File: config.mk
export PLATFORM = sky130hd
export DESIGN_NAME = fetch_unit
export DESIGN_NICKNAME = d
export VERILOG_FILES = /design/src/rtl/cpu_pkg.sv /design/src/rtl/fetch_queue.sv /design/src/rtl/fetch_unit.sv
export SDC_FILE = /design/constraint.sdc
export NUM_CORES = 1
export LEC_CHECK = 0
export BUFFER_PORTS_ARGS = -buffer_cell sky130_fd_sc_hd__clkbuf_2
export CAP_MARGIN = 30
export CORE_MARGIN = 5
export CORE_UTILIZATION = 36
export CTS_CLUSTER_DIAMETER = 30
export DETAILED_ROUTE_END_ITERATION = 6
export GPL_ROUTABILITY_DRIVEN = 0
export PLACE_DENSITY_LB_ADDON = 0.2
export SYNTH_ARGS = -nofsm -noshare
export SYNTH_HDL_FRONTEND = slang
export SYNTH_SLANG_ARGS = --single-unit
export TNS_END_PERCENT = 20
File: constraint.sdc
create_clock -name clock -period 6.46 [get_ports clock]
set_input_delay 0.323 -clock clock [delete_from_list [all_inputs] [get_ports clock]]
set_output_delay 0.323 -clock clock [all_outputs]
set_load 0.02 [all_outputs]
File: src/rtl/cpu_pkg.sv
// Shared processor constants used by the fetch front end.
package cpu_pkg;
  localparam int          ADDR_W_DEF   = 32;
  localparam int          INST_W_DEF   = 32;
  localparam logic [31:0] RESET_PC_DEF = 32'h0040_0000;
  localparam int          PC_STEP      = 4;
endpackage

File: src/rtl/fetch_queue.sv
// Synchronous instruction FIFO; flush takes priority over push and pop.
module fetch_queue #(
  parameter int W     = 64,
  parameter int DEPTH = 4,
  localparam int AW   = $clog2(DEPTH),
  localparam int CW   = $clog2(DEPTH) + 1
) (
  input  logic          clock,
  input  logic          reset,
  input  logic          push,
  input  logic          pop,
  input  logic          flush,
  input  logic [W-1:0]  din,
  output logic [W-1:0]  dout,
  output logic [CW-1:0] count
);
  logic [W-1:0]  mem [DEPTH];
  logic [AW-1:0] wr_ptr_q, wr_ptr_d, rd_ptr_q, rd_ptr_d;
  logic [CW-1:0] count_q, count_d;
  logic          do_push, do_pop;

  assign do_push = push && !flush;
  assign do_pop  = pop && !flush && (count_q != '0);

  always_comb begin
    wr_ptr_d = wr_ptr_q;
    rd_ptr_d = rd_ptr_q;
    count_d  = count_q;
    if (flush) begin
      wr_ptr_d = '0;
      rd_ptr_d = '0;
      count_d  = '0;
    end else begin
      if (do_push) wr_ptr_d = wr_ptr_q + AW'(1);
      if (do_pop)  rd_ptr_d = rd_ptr_q + AW'(1);
      case ({do_push, do_pop})
        2'b10:   count_d = count_q + CW'(1);
        2'b01:   count_d = count_q - CW'(1);
        default: count_d = count_q;
      endcase
    end
  end

  always_ff @(posedge clock) begin
    if (reset) begin
      wr_ptr_q <= '0;
      rd_ptr_q <= '0;
      count_q  <= '0;
    end else begin
      wr_ptr_q <= wr_ptr_d;
      rd_ptr_q <= rd_ptr_d;
      count_q  <= count_d;
    end
  end

  // Storage carries no reset; only entries below count are ever observed.
  always_ff @(posedge clock) begin
    if (do_push) mem[wr_ptr_q] <= din;
  end

  assign dout  = mem[rd_ptr_q];
  assign count = count_q;
endmodule

File: src/rtl/fetch_unit.sv
// Instruction fetch front end: PC, one-deep ROM pending stage, credit-limited
// issue into a small queue, and redirect flush.
module fetch_unit
  import cpu_pkg::*;
#(
  parameter int                ADDR_W   = ADDR_W_DEF,
  parameter logic [ADDR_W-1:0] RESET_PC = ADDR_W'(RESET_PC_DEF),
  parameter int                INST_W   = INST_W_DEF,
  parameter int                QDEPTH   = 4
) (
  input  logic              clock,
  input  logic              reset,
  output logic [ADDR_W-1:0] imem_addr,
  output logic              imem_en,
  input  logic [INST_W-1:0] imem_data,
  input  logic              redirect_valid,
  input  logic [ADDR_W-1:0] redirect_pc,
  output logic [INST_W-1:0] inst_out,
  output logic [ADDR_W-1:0] inst_pc,
  output logic [ADDR_W-1:0] inst_pc4,
  output logic              inst_valid,
  input  logic              inst_ready
);
  localparam int CW = $clog2(QDEPTH) + 1;
  localparam int QW = ADDR_W + INST_W;

  logic [ADDR_W-1:0] fetch_pc_q, fetch_pc_d, pend_pc_q, pend_pc_d;
  logic              pending_q, pending_d;
  logic [CW-1:0]     count;
  logic [CW:0]       inflight;
  logic [QW-1:0]     q_din, q_dout;
  logic              pop, push, issue;

  assign inst_valid = !reset && (count != '0);
  assign pop        = inst_valid && inst_ready;
  assign push       = pending_q && !redirect_valid;

  // Entries held plus the one in flight, less the one leaving this cycle.
  assign inflight = {1'b0, count} + (CW+1)'(pending_q) - (CW+1)'(pop);
  assign issue    = !reset && !redirect_valid && (inflight < (CW+1)'(QDEPTH));

  always_comb begin
    fetch_pc_d = fetch_pc_q;
    pend_pc_d  = pend_pc_q;
    pending_d  = issue;
    if (redirect_valid) begin
      fetch_pc_d = {redirect_pc[ADDR_W-1:2], 2'b00};
    end else if (issue) begin
      fetch_pc_d = fetch_pc_q + ADDR_W'(PC_STEP);
      pend_pc_d  = fetch_pc_q;
    end
  end

  always_ff @(posedge clock) begin
    if (reset) begin
      fetch_pc_q <= RESET_PC;
      pend_pc_q  <= '0;
      pending_q  <= 1'b0;
    end else begin
      fetch_pc_q <= fetch_pc_d;
      pend_pc_q  <= pend_pc_d;
      pending_q  <= pending_d;
    end
  end

  assign q_din = {imem_data, pend_pc_q};

  fetch_queue #(.W(QW), .DEPTH(QDEPTH)) u_queue (
    .clock (clock),
    .reset (reset),
    .push  (push),
    .pop   (pop),
    .flush (redirect_valid),
    .din   (q_din),
    .dout  (q_dout),
    .count (count)
  );

  assign imem_en   = issue;
  assign imem_addr = reset ? RESET_PC : fetch_pc_q;
  assign inst_out  = reset ? '0 : q_dout[ADDR_W +: INST_W];
  assign inst_pc   = reset ? '0 : q_dout[ADDR_W-1:0];
  assign inst_pc4  = inst_pc + ADDR_W'(PC_STEP);
endmodule

### Word level (Yosys, flattened, before mapping)

Memories as Yosys holds them, arrays and structs flattened. A register that Yosys moved wholly into a read port is not among the register bits.
Cells that the tools add are included.

* register bits after elaboration: 72
* memory bits (writable): 256
* output and inout port bits: 130
* memories kept: 1
* input port bits: 68
* word-level logic and storage cells: 45

* bitwise gates (word level): 1
* equal/unequal tests: 2
* reduce and logical (&&, ||, !) cells: 15
* add/sub/neg operators: 8
* magnitude comparators: 1
* multiplexer cells: 10

Memory list
* u_queue.mem: depth 4, bits a word 64, read ports 1, clocked after memory_dff 1, wr ports 1, RTL line fetch_queue.sv:17 `logic [W-1:0] mem [DEPTH];`

Operators by type and width (count)
* $mux W32: 5
* $add A32 B3 Y32 const B: 2
* $logic_and A1 B1 Y1: 8
* $pmux W3 S2: 1
* $add A2 B1 Y2 const B: 2
* $add A3 B1 Y4: 1
* $lt A4 B3 Y1 const B: 1
* $mux W2: 2
* $reduce_bool A2 Y1: 2
* $sub A4 B1 Y4: 1
* $add A3 B1 Y3 const B: 1
* $reduce_bool A3 Y1: 1
* $sub A3 B1 Y3 const B: 1
* $eq A2 B1 Y1 const B: 1
* $eq A2 B2 Y1 const B: 1
* $logic_not A1 Y1: 2
* $mux W1: 2
* $reduce_and A2 Y1: 1
* $reduce_or A2 Y1: 1
* $not A1 Y1: 1

### Logic depth before layout (Yosys ltp)

* depth in word-level cells: 8
* mapped depth: 17
* gate-level depth less buffers: 13

### Modules after synthesis

From an unflattened synthesis, not the netlist that was laid out.

* cells, all modules: 906
* area, all modules: 13897.1 um2

Modules (own cells, without submodules)
* fetch_queue: cells an instance 383, area an instance 9761.9 um2, sequential area each 7867.5 um2, instances 1
* fetch_unit: cells an instance 523, area an instance 4135.2 um2, sequential area each 1221.2 um2, instances 1

### Worst setup path after synthesis

Ideal clock, no wire load.

* kind: in2out
* start: input reset
* end: output imem_en
* arrival time: 3.205 ns
* slack: 2.932 ns
* data required time: 6.137 ns
* stages on the path: 15
* path buffers: 5
* cell sequence: clkbuf_1 clkbuf_1 clkbuf_1 nor2_1 and2_1 ha_1 inv_1 ha_1 and3b_1 nor4_2 nor3_2 or2_0 clkbuf_1 inv_2 buf_2

* cells in the longest elaborated chain, start to end: 6
* elaborated cells between the ends (all ways): 7
* those cells by class: 1 x add/sub; 1 x order compare; 5 x reduce/logical

RTL lines
* start, declared: RTL line fetch_unit.sv:12 `input logic reset,`
* $logic_not A1 Y1: RTL line fetch_unit.sv:34 `assign inst_valid = !reset && (count != '0);`
* $logic_and A1 B1 Y1: RTL line fetch_unit.sv:34
* via inst_valid: RTL line fetch_unit.sv:21 `output logic inst_valid,`
* $logic_and A1 B1 Y1: RTL line fetch_unit.sv:35 `assign pop = inst_valid && inst_ready;`
* $sub A4 B1 Y4: RTL line fetch_unit.sv:39 `assign inflight = {1'b0, count} + (CW+1)'(pending_q) - (CW+1)'(pop);`
* $lt A4 B3 Y1: RTL line fetch_unit.sv:40 `assign issue = !reset && !redirect_valid && (inflight < (CW+1)'(QDEPTH));`
* $logic_and A1 B1 Y1: RTL line fetch_unit.sv:40
* end, declared: RTL line fetch_unit.sv:14 `output logic imem_en,`

The timed path passes the listed nets, and every way through them passes these cells.

==> flow_summary.ini <==
[clock_tree]
htree_levels = 3
cts_buffer_depth = 3
cts-root-buf = clkbuf_16
numCtsBuffers = 73
clk_pin_slew_ps = 50
post-cts-setup-buffer-count = 0
cts.sinks = 318
cts_tree = yes
clk_latency_ps = 570

[synthesis]
async_flop_share = 0
synth.distinct_cells = 63
synth_top_area_share = 0.544
synthMostInstantiatedCell = edfxtp_1
yosysSeqAreaShare = 0.646
ys_ff_latch = 318
synth_top_flop_cell = edfxtp_1
synth_top_area_cell = edfxtp_1
yosys_warnings = 0
yosys-top-cells-area = edfxtp_1, dfxtp_1, mux4_2
synth-edff-count = 248
avgSynthCellArea_um2 = 14.3
synthCells = 956
yosys-top-cells-count = edfxtp_1, nand2_1, nor2b_1
syn-cell-area_mm2 = 0.0137

[floorplanning]
core_area_mm2 = 0.0376
die_w_um = 205
die_h_um = 205
std_cell_rows = 71
die_area_mm2 = 0.0420
io_pins = 198
initial_core_util = 0.364

[sta]
slew_violations = 0
setup_tns_ps = 0
rsz0062_at_grt = false
relSlewSlack = 0.459
skew_ps = 16.8
max_freq_mhz = 224
hold_viol_final = 0
setup_violations = 0
min_period_ps = 4470
period_share = 0.692
tightest_slew_ps = 801

[finish]
final_core_util = 0.479
layout-drive-gt1-share = 0.310
fin_nets = 1297
antenna_cells = 0
synthToLayoutAreaGrowth_pct = 31.5

[setup_path]
critical_path_class = flop to primary output
reg2reg_to = pend_pc_q[19]
reg2regPathDepth = 14
crit_fanout = 36
crit_path_end_kind = primary output
r2r_setup_slack_ps = 3100
regToRegStartpoint = u_queue.count[2]
cp-start-kind = flop
required_ps = 6140
cp.arrival_ps = 4150

[global_routing]
grt_first_pass_wirelength_um = 50400
grt_pass1_vias = 8896
grt_max_degree = 65
globalRouteTotalUtil = 0.155
antenna_found_initial = 0
overflow = 0

[placed_design]
port-buffer-count = 189
hpwl_um = 20700

[min_path]
hold_depth = 3
hp-start = redirect_pc[5]
holdPathEnd = fetch_pc_q[5]
hold_class = input port to flop

[outcome]
outcome = finished, final reports clean

[pwr]
ir_worst_vdd_uv = 166
p_per_area_mw_per_mm2 = 340
p_total_mw = 6.12
p_leak_nw = 6.75

[drt]
dr.pass1.iters = 5
vias_per_cell = 4.77
finalWirelength_um = 32300
drc = 0
ant_nets = 0
drt-initial-drc-count = 516
post_drt_wl_per_cell_um = 18.1
vias = 8518

[job]
maxCapViolations = 0
-- sequential cells by signal, summed over array words and instances (netlist names), named ones only --
signal / count
u_queue.wr_ptr_q: 2
fetch_pc_q: 30
u_queue.rd_ptr_q: 2
u_queue.count: 3
pending_q: 1
pend_pc_q: 30
u_queue.mem: 248
-- stage by stage --
stage / instances / setup WS [ps] / instance area, µm² / hold slack, ps
2_1_floorplan: 961 / 2930 / 13700 / 422
3_3_place_gp: 1614 / 2500 / 15100 / 460
3_5_place_dp: 1617 / 2420 / 15100 / 466
4_1_cts: 1786 / 1810 / 18000 / 3.29
5_1_grt: 1787 / 1600 / 18000 / 16.0
6_report: 1787 / 1990 / 18000 / 35.1
-- layout by cell type (no fill, tap or decap), types with 9 or more instances in the layout --
| cell | netlist | layout |
|---|---|---|
| ha_1 | 10 | 10 |
| mux2i_1 | 15 | 15 |
| clkinv_2 | 0 | 12 |
| dfxtp_1 | 70 | 68 |
| mux4_2 | 53 | 53 |
| clkbuf_2 | 0 | 188 |
| clkinv_1 | 0 | 12 |
| o21a_1 | 20 | 20 |
| a21oi_1 | 54 | 54 |
| nor3_1 | 14 | 14 |
| clkbuf_16 | 0 | 76 |
| nand4_1 | 11 | 11 |
| nor2_1 | 29 | 29 |
| xor2_1 | 24 | 24 |
| nand3_1 | 19 | 19 |
| nand2_1 | 89 | 89 |
| dlygate4sd3_1 | 0 | 36 |
| xnor2_1 | 32 | 32 |
| clkinv_4 | 0 | 9 |
| inv_1 | 37 | 37 |
| edfxtp_1 | 248 | 248 |
| buf_4 | 8 | 10 |
| nor2b_1 | 89 | 89 |
-- worst max path at each step --
stage	slack, ps	start	to
after floorplan	2930	reset	imem_en
after global placement	2500	flop	inst_pc4[31]
after detailed placement	2420	flop	inst_pc4[30]
after CTS	1810	flop	inst_pc4[30]
after global routing	1600	flop	inst_pc4[31]
final	1990	flop	inst_pc4[30]
-- power by group --
group | total (mW) | leakage (nW) | internal, mW | switching (mW)
clock | 3.60 | 1.20 | 2.47 | 1.13
combinational | 0.246 | 2.56 | 0.0991 | 0.146
sequential | 2.27 | 2.99 | 2.24 | 0.0329
total | 6.12 | 6.75 | 4.81 | 1.31
-- worst max-delay path: stages, from the launching register on --
cell and delay [ps]:
dfxtp_4 870, buf_4 650, mux2i_1 180, o22ai_2 340, nand4_2 290, nor3b_1 610, nand3_1 180, xnor2_1 190
clkbuf_2 220
-- kinds of logic after synthesis --
logic type | Yosys count | synth area share
xor+xnor | 56 | 0.0358
mux | 72 | 0.106
buf+inv | 94 | 0.0328
other cells | 1 | 0.000274
fa+ha+maj | 11 | 0.0106
simple gates | 306 | 0.123
flops | 318 | 0.646
compound gates | 98 | 0.0456
-- area by class of cell --
type                       instances  area, µm²
clock inverter                    51        534
timing repair buffer             238       1470
sequential                       318       8860
fill                            3366      19600
multi-input combinational        549       4430
inverter                          38        143
tap                              511        639
clock buffer                      82       1930
-- metal layers --
layer / global-route usage / up-vias / wire length (µm)
met3: 0.0388 / 55 / 1850
met4: 0.0560 / 0 / 750
met2: 0.239 / 244 / 14900
li1: - / 4063 / -
met5: 0 / - / 0
met1: 0.213 / 4156 / 14800
-- timing repair --
item / 4_1_cts / 5_1_grt
endpoints found under the hold margin: 132 / 0
resized for setup: 0 / 0
hold buffers: 36 / 0
Power figures use the tool's default switching activity.
